==> src/rtl/mem_arb_pkg.sv <==
// Shared types and widths for the memory port arbiter.
//   arb_state_t : arbiter FSM states
//   grant_t     : which CPU side owns the memory transaction
//   mem_req_t   : one captured request (address, masks, store data)
package mem_arb_pkg;

    localparam int ADDR_W = 32;
    localparam int DATA_W = 32;
    localparam int MASK_W = DATA_W / 8;

    typedef enum logic [1:0] {
        IDLE  = 2'd0,
        ISSUE = 2'd1,
        WAIT  = 2'd2
    } arb_state_t;

    typedef enum logic {
        GNT_I = 1'b0,
        GNT_D = 1'b1
    } grant_t;

    typedef struct packed {
        logic [ADDR_W-1:0] addr;
        logic [MASK_W-1:0] rmask;
        logic [MASK_W-1:0] wmask;
        logic [DATA_W-1:0] wdata;
    } mem_req_t;

endpackage

==> src/rtl/mem_port_arbiter_if.sv <==
// One memory port: requester drives addr/masks/wdata, responder drives
// rdata/resp.
// Handshake: a request is a single cycle with rmask or wmask nonzero; the
// responder answers later with a single-cycle resp, rdata valid with it.
// There is no backpressure; a requester keeps at most one request open.
//   master : requester view (drives addr, rmask, wmask, wdata)
//   slave  : responder view (drives rdata, resp)
interface mem_port_arbiter_if;
    import mem_arb_pkg::*;

    logic [ADDR_W-1:0] addr;
    logic [MASK_W-1:0] rmask;
    logic [MASK_W-1:0] wmask;
    logic [DATA_W-1:0] wdata;
    logic [DATA_W-1:0] rdata;
    logic              resp;

    modport master (
        output addr, rmask, wmask, wdata,
        input  rdata, resp
    );

    modport slave (
        input  addr, rmask, wmask, wdata,
        output rdata, resp
    );

endinterface

==> src/rtl/mem_port_arbiter_req_slot.sv <==
// req_slot: one-entry pending holder for a single CPU side.
//   clk, rst    : clock, synchronous active-high reset
//   i_req       : valid request this cycle
//   i_req_data  : request contents to capture
//   i_free      : the held request was answered this cycle
//   o_full      : a request is held
//   o_data      : held request
//   o_ovf       : request arrived while the slot was busy (dropped)
module req_slot
    import mem_arb_pkg::*;
(
    input  logic     clk,
    input  logic     rst,
    input  logic     i_req,
    input  mem_req_t i_req_data,
    input  logic     i_free,
    output logic     o_full,
    output mem_req_t o_data,
    output logic     o_ovf
);

    logic     r_full;
    mem_req_t r_data;

    // A request landing in the same cycle as the answer to the previous one
    // replaces it instead of being treated as an overflow.
    always_ff @(posedge clk) begin
        if (rst) begin
            r_full <= 1'b0;
            r_data <= '0;
        end else if (i_req && (!r_full || i_free)) begin
            r_full <= 1'b1;
            r_data <= i_req_data;
        end else if (i_free) begin
            r_full <= 1'b0;
        end
    end

    assign o_full = r_full;
    assign o_data = r_data;
    assign o_ovf  = i_req && r_full && !i_free;

endmodule

==> src/rtl/mem_port_arbiter.sv <==
// mem_port_arbiter: shares one single-ported memory between the CPU fetch
// port and data port. One pending request per side, data side preferred,
// fetch granted after MAX_DSTREAK consecutive data grants while it waits.
//   clk, rst      : clock, synchronous active-high reset
//   imem          : fetch port (reads only; wmask/wdata ignored)
//   dmem          : data port (loads and stores)
//   mem           : backing memory port
//   proto_err     : sticky protocol-violation flag
//   o_dbg_state   : arbiter FSM state
//   o_dbg_streak  : consecutive data grants while fetch waited
module mem_port_arbiter
    import mem_arb_pkg::*;
#(
    parameter  int MAX_DSTREAK = 4,
    localparam int STREAK_W    = $clog2(MAX_DSTREAK + 1)
) (
    input  logic                clk,
    input  logic                rst,
    mem_port_arbiter_if.slave   imem,
    mem_port_arbiter_if.slave   dmem,
    mem_port_arbiter_if.master  mem,
    output logic                proto_err,
    output arb_state_t          o_dbg_state,
    output logic [STREAK_W-1:0] o_dbg_streak
);

    arb_state_t          r_state, w_next_state;
    grant_t              r_grant, w_pick;
    logic [STREAK_W-1:0] r_streak;
    mem_req_t            r_mem;
    logic [DATA_W-1:0]   r_i_rdata, r_d_rdata;
    logic                r_proto_err;

    logic     w_i_req, w_d_rd, w_d_wr, w_d_conflict, w_d_req;
    logic     w_i_full, w_d_full, w_i_ovf, w_d_ovf;
    logic     w_i_free, w_d_free, w_grant_now, w_stray_resp;
    mem_req_t w_i_new, w_d_new, w_i_data, w_d_data;
    logic [DATA_W-1:0] w_d_rdata_now;

    assign w_i_req      = |imem.rmask;
    assign w_d_rd       = |dmem.rmask;
    assign w_d_wr       = |dmem.wmask;
    assign w_d_conflict = w_d_rd && w_d_wr;
    assign w_d_req      = (w_d_rd || w_d_wr) && !w_d_conflict;

    assign w_i_new = '{addr: imem.addr, rmask: imem.rmask, wmask: '0, wdata: '0};
    assign w_d_new = '{addr: dmem.addr, rmask: dmem.rmask, wmask: dmem.wmask,
                       wdata: dmem.wdata};

    // The answer belongs to whichever side was granted; outside WAIT it has
    // no owner and only flags an error.
    assign w_i_free     = (r_state == WAIT) && mem.resp && (r_grant == GNT_I);
    assign w_d_free     = (r_state == WAIT) && mem.resp && (r_grant == GNT_D);
    assign w_stray_resp = mem.resp && (r_state != WAIT);

    req_slot u_i_slot (
        .clk        (clk),
        .rst        (rst),
        .i_req      (w_i_req),
        .i_req_data (w_i_new),
        .i_free     (w_i_free),
        .o_full     (w_i_full),
        .o_data     (w_i_data),
        .o_ovf      (w_i_ovf)
    );

    req_slot u_d_slot (
        .clk        (clk),
        .rst        (rst),
        .i_req      (w_d_req),
        .i_req_data (w_d_new),
        .i_free     (w_d_free),
        .o_full     (w_d_full),
        .o_data     (w_d_data),
        .o_ovf      (w_d_ovf)
    );

    always_ff @(posedge clk) begin
        if (rst) r_state <= IDLE;
        else     r_state <= w_next_state;
    end

    always_comb begin
        w_next_state = r_state;
        w_pick       = GNT_I;
        w_grant_now  = 1'b0;
        if (w_d_full && !(w_i_full && r_streak == STREAK_W'(MAX_DSTREAK)))
            w_pick = GNT_D;
        case (r_state)
            IDLE: begin
                if (w_i_full || w_d_full) begin
                    w_next_state = ISSUE;
                    w_grant_now  = 1'b1;
                end
            end
            ISSUE:   w_next_state = WAIT;
            WAIT:    if (mem.resp) w_next_state = IDLE;
            default: w_next_state = IDLE;
        endcase
    end

    // Stores return no data; the data side reads back zero for them.
    assign w_d_rdata_now = (|w_d_data.wmask) ? '0 : mem.rdata;

    always_ff @(posedge clk) begin
        if (rst) begin
            r_grant     <= GNT_I;
            r_streak    <= '0;
            r_mem       <= '0;
            r_i_rdata   <= '0;
            r_d_rdata   <= '0;
            r_proto_err <= 1'b0;
        end else begin
            if (w_grant_now) begin
                r_grant <= w_pick;
                r_mem   <= (w_pick == GNT_D) ? w_d_data : w_i_data;
                // Only data grants that bypass a waiting fetch count.
                if (w_pick == GNT_D && w_i_full) begin
                    if (r_streak != STREAK_W'(MAX_DSTREAK))
                        r_streak <= r_streak + STREAK_W'(1);
                end else begin
                    r_streak <= '0;
                end
            end else if (r_state == ISSUE) begin
                // Masks are a one-cycle pulse; address and data stay put.
                r_mem.rmask <= '0;
                r_mem.wmask <= '0;
            end
            if (w_i_free) r_i_rdata <= mem.rdata;
            if (w_d_free) r_d_rdata <= w_d_rdata_now;
            if (w_i_ovf || w_d_ovf || w_d_conflict || w_stray_resp)
                r_proto_err <= 1'b1;
        end
    end

    assign mem.addr   = r_mem.addr;
    assign mem.rmask  = r_mem.rmask;
    assign mem.wmask  = r_mem.wmask;
    assign mem.wdata  = r_mem.wdata;

    assign imem.resp  = w_i_free;
    assign imem.rdata = w_i_free ? mem.rdata : r_i_rdata;
    assign dmem.resp  = w_d_free;
    assign dmem.rdata = w_d_free ? w_d_rdata_now : r_d_rdata;

    assign proto_err    = r_proto_err;
    assign o_dbg_state  = r_state;
    assign o_dbg_streak = r_streak;

endmodule

==> src/flat_wrapper.sv <==
// flat-port wrapper written by rule: the top's interface ports become plain ports
module mem_port_arbiter_flat import mem_arb_pkg::*;
#(
    parameter  int MAX_DSTREAK = 4,
    localparam int STREAK_W    = $clog2(MAX_DSTREAK + 1)
)
  (clk, rst, proto_err, o_dbg_state, o_dbg_streak, imem_addr, imem_rmask, imem_wmask, imem_wdata, imem_rdata, imem_resp, dmem_addr, dmem_rmask, dmem_wmask, dmem_wdata, dmem_rdata, dmem_resp, mem_addr, mem_rmask, mem_wmask, mem_wdata, mem_rdata, mem_resp);
  mem_port_arbiter_if imem_i ();
  mem_port_arbiter_if dmem_i ();
  mem_port_arbiter_if mem_i ();
  input  logic clk;
  input  logic rst;
  output logic proto_err;
  output arb_state_t o_dbg_state;
  output logic [STREAK_W-1:0] o_dbg_streak;
  input wire logic [$bits(imem_i.addr)-1:0] imem_addr;
  input wire logic [$bits(imem_i.rmask)-1:0] imem_rmask;
  input wire logic [$bits(imem_i.wmask)-1:0] imem_wmask;
  input wire logic [$bits(imem_i.wdata)-1:0] imem_wdata;
  output wire logic [$bits(imem_i.rdata)-1:0] imem_rdata;
  output wire logic [$bits(imem_i.resp)-1:0] imem_resp;
  input wire logic [$bits(dmem_i.addr)-1:0] dmem_addr;
  input wire logic [$bits(dmem_i.rmask)-1:0] dmem_rmask;
  input wire logic [$bits(dmem_i.wmask)-1:0] dmem_wmask;
  input wire logic [$bits(dmem_i.wdata)-1:0] dmem_wdata;
  output wire logic [$bits(dmem_i.rdata)-1:0] dmem_rdata;
  output wire logic [$bits(dmem_i.resp)-1:0] dmem_resp;
  output wire logic [$bits(mem_i.addr)-1:0] mem_addr;
  output wire logic [$bits(mem_i.rmask)-1:0] mem_rmask;
  output wire logic [$bits(mem_i.wmask)-1:0] mem_wmask;
  output wire logic [$bits(mem_i.wdata)-1:0] mem_wdata;
  input wire logic [$bits(mem_i.rdata)-1:0] mem_rdata;
  input wire logic [$bits(mem_i.resp)-1:0] mem_resp;
  assign imem_i.addr = imem_addr;
  assign imem_i.rmask = imem_rmask;
  assign imem_i.wmask = imem_wmask;
  assign imem_i.wdata = imem_wdata;
  assign imem_rdata = imem_i.rdata;
  assign imem_resp = imem_i.resp;
  assign dmem_i.addr = dmem_addr;
  assign dmem_i.rmask = dmem_rmask;
  assign dmem_i.wmask = dmem_wmask;
  assign dmem_i.wdata = dmem_wdata;
  assign dmem_rdata = dmem_i.rdata;
  assign dmem_resp = dmem_i.resp;
  assign mem_addr = mem_i.addr;
  assign mem_rmask = mem_i.rmask;
  assign mem_wmask = mem_i.wmask;
  assign mem_wdata = mem_i.wdata;
  assign mem_i.rdata = mem_rdata;
  assign mem_i.resp = mem_resp;
  mem_port_arbiter #(.MAX_DSTREAK(MAX_DSTREAK)) u_core (.clk(clk), .rst(rst), .imem(imem_i), .dmem(dmem_i), .mem(mem_i), .proto_err(proto_err), .o_dbg_state(o_dbg_state), .o_dbg_streak(o_dbg_streak));
endmodule
==> config.mk <==
export PLATFORM = sky130hd
export DESIGN_NAME = mem_port_arbiter_flat
export DESIGN_NICKNAME = d
export VERILOG_FILES = /design/src/rtl/mem_arb_pkg.sv /design/src/rtl/mem_port_arbiter_if.sv /design/src/rtl/mem_port_arbiter_req_slot.sv /design/src/rtl/mem_port_arbiter.sv /design/src/flat_wrapper.sv
export SDC_FILE = /design/constraint.sdc
export NUM_CORES = 1
export LEC_CHECK = 0
export CAP_MARGIN = 20
export CORE_AREA = 3 3 126 219
export CTS_CLUSTER_SIZE = 14
export DETAILED_ROUTE_END_ITERATION = 16
export DIE_AREA = 0 0 129 222
export GPL_ROUTABILITY_DRIVEN = 0
export PLACE_DENSITY = 0.75
export SETUP_SLACK_MARGIN = 0.02
export SLEW_MARGIN = 20
export SYNTH_ARGS = -nofsm -noshare
export SYNTH_HDL_FRONTEND = slang
export SYNTH_SLANG_ARGS = --single-unit
==> constraint.sdc <==
create_clock -name clk -period 1.9 [get_ports clk]
set_input_delay 0.38 -clock clk [delete_from_list [all_inputs] [get_ports clk]]
set_output_delay 0.38 -clock clk [all_outputs]
set_load 0.1 [all_outputs]
# After elaboration in Yosys (flattened, before gate mapping)
# Cells that the tools add are included.
# Widths: inputs -> output; s select.
classes:
  addsub: 1
  reduce_logical: 38
  bitwise_logic: 1
  muxes: 18
  eq_ne: 8
ops:
  columns: ["operator", "count"]
  rows:
  - ["$mux 32", 3]
  - ["$mux 72", 1]
  - ["$mux 8", 2]
  - ["$reduce_or 4->1", 4]
  - ["$logic_and 1x1->1", 15]
  - ["$logic_or 1x1->1", 7]
  - ["$mux 1", 7]
  - ["$logic_not 1->1", 6]
  - ["$mux 3", 2]
  - ["$ne 2x2->1 const B", 3]
  - ["$pmux 2 s3", 1]
  - ["$reduce_bool 2->1", 3]
  - ["$mux 2", 2]
  - ["$reduce_and 2->1", 2]
  - ["$add 3x1->3 const B", 1]
  - ["$eq 3x3->1 const B", 1]
  - ["$ne 3x3->1 const B", 1]
  - ["$eq 2x1->1 const B", 1]
  - ["$eq 2x2->1 const B", 1]
  - ["$logic_not 2->1", 1]
  - ["$ne 2x1->1 const B", 1]
  - ["$not 1->1", 1]
totals:
  reg_bits: 253
  elab_cells: 84
  input_bits: 179
  out_inout_bits: 144

# Longest topological paths before layout
# Gate-level depths: netlist of the first run.
logic_depth:
  word_depth: 9
  ltp_mapped: 7
  mapped_depth_nobuf: 5

# Hierarchy
# Synthesis of the first run repeated with hierarchy kept, for this count alone.
hier_totals:
  hier_cells: 1399
  area_unflattened_um2: 13365.3
modules_own_cells:
  columns: ["mod", "cells_per_inst", "area_per_inst_um2", "seq_area_each_um2", "n_inst"]
  rows:
  - ["req_slot", 318, 3360.7, 1461.4, 2]
  - ["mem_port_arbiter", 763, 6643.9, 2862.7, 1]

# Least setup slack after synthesis of the first run
# No wires, ideal clock.
synth_path:
  kind: "reg2out"
  start: "register u_core.r_state[1] (netlist: u_core.o_dbg_state[1])"
  end: "output port dmem_rdata[22]"
  required_time_ns: 1.520
  arrival_ns: 2.809
  slack_ns: -1.289
  n_path_buf: 1
  path_stages_with_launch: 6
  cell_sequence: "dfxtp_1 -> nand4b_4 -> inv_2 -> buf_2 -> nand3_1 -> nand2_1"
synth_via:
  elab_chain_len: 4
synth_lines:
  columns: ["element", "line", "text"]
  rows:
  - ["from (decl)", "mem_port_arbiter.sv:27", "arb_state_t r_state, w_next_state;"]
  - ["from (signal assigned)", "mem_port_arbiter.sv:80", "else r_state <= w_next_state;"]
  - ["$eq 2x2->1", "mem_port_arbiter.sv:53", "assign w_d_free = (r_state == WAIT) && mem.resp && (r_grant == GNT_D);"]
  - ["$logic_and 1x1->1 (2 in series)", "mem_port_arbiter.sv:53", null]
  - ["via dmem_resp", "flat_wrapper.sv:27", "output wire logic [$bits(dmem_i.resp)-1:0] dmem_resp;"]
  - ["$mux 32", "mem_port_arbiter.sv:144", "assign dmem.rdata = w_d_free ? w_d_rdata_now : r_d_rdata;"]
  - ["to (decl)", "flat_wrapper.sv:26", "output wire logic [$bits(dmem_i.rdata)-1:0] dmem_rdata;"]
# The timed path passes the listed nets, and every way through them passes these cells.

# Worst setup path in the final report of the first run
layout_path:
  start: "register u_core.u_d_slot.r_data (netlist bit u_core.u_d_slot.o_data[34])"
  end: "output port dmem_rdata[13]"
layout_via:
  elab_chain_len: 3
layout_lines:
  columns: ["element", "line", "text"]
  rows:
  - ["from (decl)", "mem_port_arbiter_req_slot.sv:23", "mem_req_t r_data;"]
  - ["from (signal assigned)", "mem_port_arbiter_req_slot.sv:33", "r_data <= i_req_data;"]
  - ["$reduce_or 4->1", "mem_port_arbiter.sv:103", "assign w_d_rdata_now = (|w_d_data.wmask) ? '0 : mem.rdata;"]
  - ["$mux 32", "mem_port_arbiter.sv:103", null]
  - ["$mux 32", "mem_port_arbiter.sv:144", null]
# No other way between the ends.

==> run_results.csv, run 1 <==
group,metric,value,unit
drt,antenna_left,0,
sta,min_period_over_period,120.1,%
sta,setup_slack,-0.3817,ns
grt,grt_max_degree,57,
yosys,synthArstFlopShare,0,%
sta,final_max_slew_viol_count,0,
placement,place_hpwl,23.11,mm
yosys,synth_warnings,0,
clock_tree,clk_pin_slew,0.06,ns
min_path,min_path_cells,3,
setup_path,worst_r2r_path_depth,7,
die,die_h,222,um
die,core,25960,um2
sta,max_freq,0.4383,GHz
layout,fin_cells,1799,
setup_path,criticalPathCategory,"flip-flop to primary output",
setup_path,crit_arrival,1.90,ns
yosys,muxShareOfSynthArea,13.55,%
die,std_cell_rows,78,
pwr,p_total,13.29,mW
pwr,intPower,9.365,mW
sta,rsz0062_at_grt,"yes",
placement,portBuffers,286,
outcome,violations,"negative setup slack",
die,dieWidth,129,um
min_path,hold_path.class,"input port to flip-flop",
clock_tree,ctsRootBufferMaster,"clkbuf_16",
clock_tree,cts_tree,"built",
grt,track_usage,22.01,%
setup_path,startpoint_type,"flip-flop",
drt,wl_per_cell,18.69,um
pwr,vdd_ir_drop_max,0.6723,mV
sta,slew_headroom,71.25,%
yosys,synth_xor_area_share,0,%
yosys,synth_top_family_by_area,"simple AND/OR/NAND/NOR gates",
yosys,synth-edff-count,0,
setup_path,endpoint_kind,"primary output",
yosys,ys_ff_latch,253,
sta,timing.hold.ws,0.2748,ns
sta,tightestPinTransition,0.4307,ns
yosys,synth_ff_type,"dfxtp_1",
yosys,syn-num-nets,1362,
clock_tree,cts_max_path_buffers,3,
grt,first_global_vias,9822,
layout,fill_cells,1995,
drt,vias,9615,
pwr,clkPwrFrac,35.4,%
yosys,synth-simple-area-share,23.03,%
placement,placed_cells,1748,
drt,route.detailed.drc,0,
pwr,p_seq_share,42.8,%
drt,drt_pass1_iterations,4,
layout,drive_gt1_share,26.66,%
clock_tree,h-tree-depth,1,
setup_path,regToRegEndpoint,"u_core.u_d_slot.o_data[7]",
clock_tree,cts_sinks,253,
yosys,synth_most_common_cell,"dfxtp_1",
yosys,synth_fa_ha_area_share,0.3387,%
drt,wl,33.62,mm
setup_path,crit_path_start,"u_core.u_d_slot.o_data[34]",
yosys,synthCells,1180,
clock_tree,cts_buffers,24,
clock_tree,worstSkewPairLatency,0.52,ns
yosys,synth_area_per_cell,9.391,um2
setup_path,timing.reg2reg.setup_slack,0.16,ns
layout,multi_input_area,6000,um2
yosys,synth.area.top_cells,"dfxtp_1 (46%), nand2b_1 (12%), mux2i_1 (9.5%)",
setup_path,r2r_start,"u_core.o_dbg_state[0]",
yosys,yosys.area.top_type,"dfxtp_1",
drt,viasPerCell,5.345,
die,die_area,28640,um2
yosys,synth_cell_type_count,47,
drt,drt_first_iter_violations,407,
pwr,leakage,6.473,nW
yosys,seq_area_frac_synth,45.70,%
die,initial_core_util,42.69,%
layout,seqCellArea,5090,um2
pwr,powerDensity,782.8,nW/um2
setup_path,path_max_fanout,8,
pwr,netSwitchingFraction,29.54,%
outcome,status,"finished, violations left",
grt,antenna_found_initial,1,
grt,overflow,0,
die,io_pins,323,
sta,min_period,2.282,ns
pwr,power_frac_comb,21.8,%
pwr,switchingPower,3.927,mW
grt,grt_pass1_wl,51.32,mm
sta,setup_viol,66,
layout,areaGrowthSynthToFinish,53.22,%
layout,nets,1649,
yosys,synth_area,11080,um2
clock_tree,cts_hold_buf,0,
setup_path,endpoint,"dmem_rdata[13]",
sta,finalHoldViolations,0,
setup_path,crit_required,1.52,ns
flow_run,maxCapViolCount,0,
sta,clock_skew,0.01240,ns
yosys,synth-compound-area-share,11.81,%
yosys,synth.top_cell.area_share,45.70,%
yosys,synthTopCellsByCount,"dfxtp_1 (253), nand2b_1 (214), mux2i_1 (105)",
[worst min-delay path by stage]
| stage | to | slack [ns] | startpoint |
|---|---|---|---|
| 5_1_grt | u_core.u_d_slot.o_data[32] | 0.27 | dmem_wmask[0] |
| 3_5_place_dp | u_core.u_i_slot.o_data[55] | 0.46 | u_core.u_i_slot.o_data[55] |
| 4_1_cts | u_core.u_d_slot.o_data[35] | 0.28 | dmem_wmask[3] |
| 3_3_place_gp | u_core.u_i_slot.o_data[55] | 0.45 | u_core.u_i_slot.o_data[55] |
| 2_1_floorplan | u_core.u_i_slot.o_data[40] | 0.45 | u_core.u_i_slot.o_data[40] |
| 6_report | u_core.u_d_slot.o_data[32] | 0.27 | dmem_wmask[0] |
[stage by stage]
stage	area [um2]	TNS [ns]	setup slack [ns]	utilization, %
floorplan	11350	-4.704	-0.06664	-
global placement	15700	-73.93	-0.6575	60.48
detailed placement	15700	-78.68	-0.7036	60.48
CTS	16600	-24.00	-0.4289	63.94
global route	16980	-26.04	-0.4572	65.41
finish	16980	-21.98	-0.3817	65.41
[state kept, by name (all words and copies together) (netlist names), 2 cells and up]
signal                  cells
u_core.mem.addr            32
u_core.o_dbg_state          2
u_core.mem.wdata           32
u_core.r_d_rdata           32
u_core.mem.rmask            4
u_core.mem.wmask            4
u_core.u_d_slot.o_data     72
u_core.r_i_rdata           32
u_core.u_i_slot.o_data     36
u_core.o_dbg_streak         3
[what timing repair did]
item / in CTS / in global routing
pin swaps: 3 / 6
endpoints found under the setup margin: 138 / 107
buffers inserted: 6 / 1
resized for setup: 23 / 55
gates cloned: 2 / 5
[worst max-delay path: stages (launching register included)]
cell,delay (ns)
dfxtp_2,0.34
nor4_4,0.28
buf_6,0.19
clkbuf_16,0.21
nand3_4,0.10
nand2_4,0.09
buf_12,0.17
[per-layer routing]
| layer | up-vias | track usage (%) | part of all wire (%) |
|---|---|---|---|
| met2 | 299 | 39.70 | 54 |
| met5 | - | 0 | 0 |
| li1 | 4663 | - | - |
| met3 | 72 | 3.423 | 5.2 |
| met4 | 0 | 9.257 | 3.7 |
| met1 | 4581 | 25.27 | 37 |
[layout by cell type (no fill, tap or decap), types with 29 or more instances in the layout]
master,synthesis,layout
nand2_4,0,29
buf_4,2,103
mux2i_1,105,103
dfxtp_1,253,243
a311oi_1,32,32
clkbuf_16,0,29
nand3_1,67,34
clkdlybuf4s50_1,0,132
nand2b_1,214,214
nand2_1,73,41
nor2b_1,31,31
a21oi_1,102,102
buf_12,2,115
nand4_1,35,35
o21ai_0,65,65
[kinds of logic after synthesis]
logic type | after synthesis
AND/OR/NAND/NOR | 444
flip-flops | 253
AO/OA/AOI/OAI | 224
multiplexers | 137
buffers and inverters | 119
adder cells (fa/ha/maj) | 3
[power groups by stage]
stage / registers [mW] / clock network [mW] / logic, mW
after floorplan: 6.39 / 0 / 1.13
after global placement: 5.81 / 0 / 2.73
after detailed placement: 5.81 / 0 / 2.76
after CTS: 5.69 / 4.81 / 2.80
after global routing: 5.71 / 4.97 / 3.05
final: 5.69 / 4.70 / 2.90
[area by class of cell]
| cell class | instances | share of cell area (%) |
|---|---|---|
| antenna | 1 | 0.01474 |
| clock buffer | 32 | 4.134 |
| clock inverter | 5 | 0.3095 |
| inverter | 9 | 0.2505 |
| multi-input combinational | 808 | 35.33 |
| sequential | 253 | 29.98 |
| tap | 320 | 2.358 |
| timing repair buffer | 371 | 27.63 |
Power figures use the tool's default switching activity.
==> run 2: changes to the inputs <==
--- a/config.mk
+++ b/config.mk
@@ -5,6 +5,7 @@
 export SDC_FILE = /design/constraint.sdc
 export NUM_CORES = 1
 export LEC_CHECK = 0
+export ABC_CLOCK_PERIOD_IN_PS = 1900
 export CAP_MARGIN = 20
 export CORE_AREA = 3 3 126 219
 export CTS_CLUSTER_SIZE = 14
==> results of run 2 <==
The final DEF is identical to that of run 1; final timing and power are the same.
==> RTL edit 1, RTL diff (flow settings as in run 1) <==
`MAX_DSTREAK` is set to 4 in 2 places; all go to 2.
--- a/src/rtl/mem_port_arbiter.sv
+++ b/src/rtl/mem_port_arbiter.sv
@@ -11,7 +11,7 @@
 module mem_port_arbiter
     import mem_arb_pkg::*;
 #(
-    parameter  int MAX_DSTREAK = 4,
+    parameter  int MAX_DSTREAK = 2,
     localparam int STREAK_W    = $clog2(MAX_DSTREAK + 1)
 ) (
     input  logic                clk,
--- a/src/flat_wrapper.sv
+++ b/src/flat_wrapper.sv
@@ -1,7 +1,7 @@
 // flat-port wrapper written by rule: the top's interface ports become plain ports
 module mem_port_arbiter_flat import mem_arb_pkg::*;
 #(
-    parameter  int MAX_DSTREAK = 4,
+    parameter  int MAX_DSTREAK = 2,
     localparam int STREAK_W    = $clog2(MAX_DSTREAK + 1)
 )
   (clk, rst, proto_err, o_dbg_state, o_dbg_streak, imem_addr, imem_rmask, imem_wmask, imem_wdata, imem_rdata, imem_resp, dmem_addr, dmem_rmask, dmem_wmask, dmem_wdata, dmem_rdata, dmem_resp, mem_addr, mem_rmask, mem_wmask, mem_wdata, mem_rdata, mem_resp);
Ports: changed (resized o_dbg_streak); port bits go from 323 to 322. The function was not compared with the original's and may differ.
==> RTL edit 1 against run 1 <==
  * The flow still finishes with violations (negative setup slack)
  * Die area unchanged
  * Critical path depth unchanged
  * Synthesized area shrank 0.75%
  * Setup slack lost 51 ps
  * Clock skew increased by 3.3 ps
  * Sequential cell count down 1
  * Combinational power up 3%
  * Wire length increased by 1.7%
  * Power is 0.51% higher
  * Cell area decreased by 0.27%
  * Largest cell class unchanged
  * Largest power group unchanged
==> RTL edit 1: results (changes against run 1) <==
The tools report the number of clock sinks seen by CTS as 252 (was 253). The logs give 5 (was 4) for the detailed-routing iteration count for the pre-antenna-repair pass and 5065 µm² (was 5090 µm²) for the register area. The number of cells traversed by the worst register-to-register path is 6 (was 7), and the final sum of negative setup slack is -25650 ps (was -21980 ps). The compound-cell area share of the yosys netlist works out to 0.1003 (was 0.1181). The worst clock skew on the final layout came out at 15.72 ps (was 12.40 ps). The number of global-route vias before repair came out at 9611 (was 9822). The flow ran to the end, but the final reports show violations.

The non-clock inverter total of the final layout works out to 7 (was 9). The logs give 766 (was 808) for the multi-input gate count and 66 (unchanged) for the setup-violating endpoint count in the final report. The post-placement cell area is 15290 µm² (was 15700 µm²).

The met2 track demand over resource was 0.4144 (was 0.3970). The number of distinct library cell variants in the gate-level netlist after synthesis is 44 (was 47), and the met1 routing resource usage after global routing is 0.2491 (was 0.2527). Multi-input gate share of the layout cell area: 0.3560 (was 0.3533).

The leakage power summed over all cells was 6.494 nW (was 6.473 nW); the area added between synthesis and finish was 53.96% (was 53.22%). For the worst ir drop on vdd, the log shows 0.6400 mV (was 0.6723 mV). The fraction of final layout cells sized beyond drive strength 1 is 0.2794 (was 0.2666), and the count of clock-net buffers in the final layout is 31 (was 32). The post-synthesis sequential area ratio came out at 0.4587 (was 0.4570). The non-clock buffering overhead in the final layout works out to 0.2736 (was 0.2763). The count of plain and timing-repair buffers in the layout was 376 (was 371). Violations in the final reports: negative setup slack (unchanged).

The detailed-placement wirelength estimate is 21.94 mm (was 23.11 mm), and the area share of fa/ha/maj cells after synthesis is 0.002275 (was 0.003387). The met3 layer usage reported by global route came out at 0.02989 (was 0.03423). The logs give 12.60 mm (was 12.57 mm) for the wire length the detailed router placed on met1 and 1126 (was 1180) for the count of mapped cells out of synthesis. The tools report the number of antenna violations at the first check in global routing as 5 (was 1). The number of cells after detailed placement is 1692 (was 1748). Most area-consuming cells after synthesis: sky130_fd_sc_hd__dfxtp_1 46%, sky130_fd_sc_hd__mux2i_1 13%, sky130_fd_sc_hd__nand2b_1 12% (was sky130_fd_sc_hd__dfxtp_1 46%, sky130_fd_sc_hd__nand2b_1 12%, sky130_fd_sc_hd__mux2i_1 9.5%).

The global-route wire length before repair came out at 52.16 mm (was 51.32 mm). The clock-cell share of area is 0.04485 (was 0.04443). The filler cell count in the final layout is 1919 (was 1995). The tools report the setup slack of the critical path after layout as -432.9 ps (was -381.7 ps). The run gives 72 (was 57) as the largest net degree at the start of global routing.

The number of standard cells in the final layout excluding fillers is 1764 (was 1799), and the starting DRC count in detailed routing is 468 (was 407). The slew at the pin with the worst max-slew slack was 538.1 ps (was 430.7 ps); the detailed-routed wire length on met3 was 1.366 mm (was 1.738 mm). The tools report the total routing resource utilization after global routing as 0.2267 (was 0.2201).
## RTL edit 1: worst paths after layout
path                                           start                                 endpoint  slack (ps)
max          u_core.u_d_slot.o_data[35]$_SDFFE_PP0P_                           dmem_rdata[17]        -430
min                                    dmem_rmask[1]  u_core.u_d_slot.o_data[37]$_SDFFE_PP0P_         240
max reg2reg              u_core.r_grant$_SDFFE_PP0P_  u_core.u_i_slot.o_data[62]$_SDFFE_PP0P_         100
min reg2reg  u_core.u_i_slot.o_data[61]$_SDFFE_PP0P_  u_core.u_i_slot.o_data[61]$_SDFFE_PP0P_         470
## RTL edit 1: timing repair
action	in CTS	in global routing
endpoints found under the setup margin	138	96
resized for setup	74	29
hold endpoints to repair	0	0
cloned	10	2
pin swaps	8	17
setup buffers	11	10
## RTL edit 1: power breakdown
part           switching, W  internal (W)  total [W]
Clock               0.00206       0.00267    0.00473
Sequential         0.000141       0.00551    0.00565
Combinational       0.00183       0.00115    0.00298
==> RTL edit 2, RTL diff (flow settings as in run 1) <==
Made on the original files. Reset style: asynchronous (`rst`), changed in 3 clocked blocks. Comments in the files are not updated.
--- a/src/rtl/mem_port_arbiter_req_slot.sv
+++ b/src/rtl/mem_port_arbiter_req_slot.sv
@@ -24,7 +24,7 @@
 
     // A request landing in the same cycle as the answer to the previous one
     // replaces it instead of being treated as an overflow.
-    always_ff @(posedge clk) begin
+    always_ff @(posedge clk or posedge rst) begin
         if (rst) begin
             r_full <= 1'b0;
             r_data <= '0;
--- a/src/rtl/mem_port_arbiter.sv
+++ b/src/rtl/mem_port_arbiter.sv
@@ -75,7 +75,7 @@
         .o_ovf      (w_d_ovf)
     );
 
-    always_ff @(posedge clk) begin
+    always_ff @(posedge clk or posedge rst) begin
         if (rst) r_state <= IDLE;
         else     r_state <= w_next_state;
     end
@@ -102,7 +102,7 @@
     // Stores return no data; the data side reads back zero for them.
     assign w_d_rdata_now = (|w_d_data.wmask) ? '0 : mem.rdata;
 
-    always_ff @(posedge clk) begin
+    always_ff @(posedge clk or posedge rst) begin
         if (rst) begin
             r_grant     <= GNT_I;
             r_streak    <= '0;
Formal check against the unedited RTL: differs if rst is asserted again (counterexample within 4 cycles, from zero or initial values and one cycle with rst high); with rst held inactive, the same outputs for 4 cycles.
==> RTL edit 2 against run 1 <==
  * Global-route usage rose by 1.4 points
  * Cell area increased by 3.7%
  * Die area did not move
  * Setup slack got worse by 260 ps
  * The run still ends with negative setup slack left
  * Sequential cell count unchanged
  * Synthesized area fell by 6.7%
  * Wire length is 15% higher
  * Non-clock buffer count up 58
Power is left out: the tool's default activity adds up to more than one toggle a clock period on the data nets, which glitch-free logic cannot reach.
==> RTL edit 2: results (changes against run 1) <==
The smallest hold slack was 109.9 ps (was 274.8 ps). The number of global-route vias before repair is 9340 (was 9822), and the setup-violating endpoint count in the final report is 139 (was 66). The run gives 4 (was 1) as the number of antenna violations at the first check in global routing. The run gives -946.5 ps (was -703.6 ps) as the pre-CTS worst setup slack. The logs give 6334 µm² (was 5090 µm²) for the register area and -41030 ps (was -21980 ps) for the final sum of negative setup slack. The mux contribution to synthesized area came out at 0.1133 (was 0.1355). The share of async-settable or async-resettable flops after synthesis works out to 1.000 (was 0).

The fraction of final layout cells sized beyond drive strength 1 is 0.4341 (was 0.2666). The count of mapped cells out of synthesis is 886 (was 1180). The post-placement cell area is 15110 µm² (was 15700 µm²), and the number of standard cells in the final layout excluding fillers is 1614 (was 1799). For the post-synthesis sequential area ratio, the log shows 0.6125 (was 0.4570).

The number of buffers created by CTS is 25 (was 24). Largest net degree at the start of global routing: 88 (was 57). For the number of cells after detailed placement, the log shows 1494 (was 1748). The tools report the met1 routing resource usage after global routing as 0.2697 (was 0.2527). The tools report the detailed-placement wirelength estimate as 22.47 mm (was 23.11 mm).

Most area-consuming cells after synthesis: sky130_fd_sc_hd__dfrtp_1 61%, sky130_fd_sc_hd__mux2_2 10%, sky130_fd_sc_hd__nand2_1 5.9% (was sky130_fd_sc_hd__dfxtp_1 46%, sky130_fd_sc_hd__nand2b_1 12%, sky130_fd_sc_hd__mux2i_1 9.5%). Top post-synthesis cells by count: 253 x sky130_fd_sc_hd__dfrtp_1, 163 x sky130_fd_sc_hd__nand2_1, 94 x sky130_fd_sc_hd__mux2_2, 70 x sky130_fd_sc_hd__nand3_1, 67 x sky130_fd_sc_hd__o21ai_0 (was 253 x sky130_fd_sc_hd__dfxtp_1, 214 x sky130_fd_sc_hd__nand2b_1, 105 x sky130_fd_sc_hd__mux2i_1, 102 x sky130_fd_sc_hd__a21oi_1, 73 x sky130_fd_sc_hd__nand2_1). The flow ran to the end, but the final reports show violations.

The total nets after synthesis is 1068 (was 1362). The starting DRC count in detailed routing is 588 (was 407), and the met2 track demand over resource is 0.4132 (was 0.3970). For the setup slack of the critical path after layout, the log shows -638.4 ps (was -381.7 ps).

For the number of distinct library cell variants in the gate-level netlist after synthesis, the log shows 43 (was 47). The peak per-stage delay on the critical path is 450 ps (was 340 ps), and the filler cell count in the final layout is 1736 (was 1995). Most common flop cell mapped by yosys: sky130_fd_sc_hd__dfrtp_1 (was sky130_fd_sc_hd__dfxtp_1). The critical path arrival was 2160 ps (was 1900 ps). The area share of fa/ha/maj cells after synthesis came out at 0.003632 (was 0.003387). The met3 layer usage reported by global route was 0.02965 (was 0.03423). The slew at the pin with the worst max-slew slack works out to 655.3 ps (was 430.7 ps). Violations in the final reports: negative setup slack (unchanged). For the wire length the detailed router placed on met1, the log shows 13.54 mm (was 12.57 mm).
## RTL edit 2: cell type report
cell class	count	share of cell area
clock inverter	11	0.006750
antenna	4	0.0005684
multi-input combinational	554	0.2681
clock buffer	35	0.03993
tap	320	0.02274
sequential	253	0.3596
timing repair buffer	429	0.2993
inverter	8	0.002984
## RTL edit 2: cell families (layout without fill, tap and decap cells)
| kind of cell | after synthesis | count (layout) |
|---|---|---|
| flip-flops | 253 | 253 |
| buffers and inverters | 79 | 483 |
| multiplexers | 104 | 104 |
| AND/OR/NAND/NOR | 257 | 257 |
| AO/OA/AOI/OAI | 190 | 190 |
| adder cells (fa/ha/maj) | 3 | 3 |
| other | 0 | 4 |
## RTL edit 2: worst paths after layout
path	startpoint	end	cells after the start
setup reg to reg	u_core.o_dbg_state[1]$_DFFE_PP0P_	u_core.u_d_slot.o_data[8]$_DFFE_PP0P_	8
hold / removal	dmem_wmask[3]	u_core.u_d_slot.o_data[35]$_DFFE_PP0P_	2
setup / recovery	u_core.u_d_slot.o_data[35]$_DFFE_PP0P_	dmem_rdata[12]	6
min in group asynchronous	rst	u_core.mem.addr[26]$_DFFE_PP0P_	3
max in group asynchronous	rst	u_core.u_d_slot.o_data[20]$_DFFE_PP0P_	3
hold reg to reg	u_core.mem.wdata[1]$_DFFE_PP0P_	u_core.mem.wdata[1]$_DFFE_PP0P_	1
## RTL edit 2: worst max-delay path, delay by kind of cell, from the launching register on
family,cells,cell delay (ps)
flops,1,450
compound gates,1,220
simple gates,2,400
buf+inv,3,540
## RTL edit 2: what timing repair did
action,4_1_cts,5_1_grt
gates cloned,9,12
resized for setup,109,141
buffers inserted,20,33
setup endpoints to repair,138,166
pin swaps,30,54
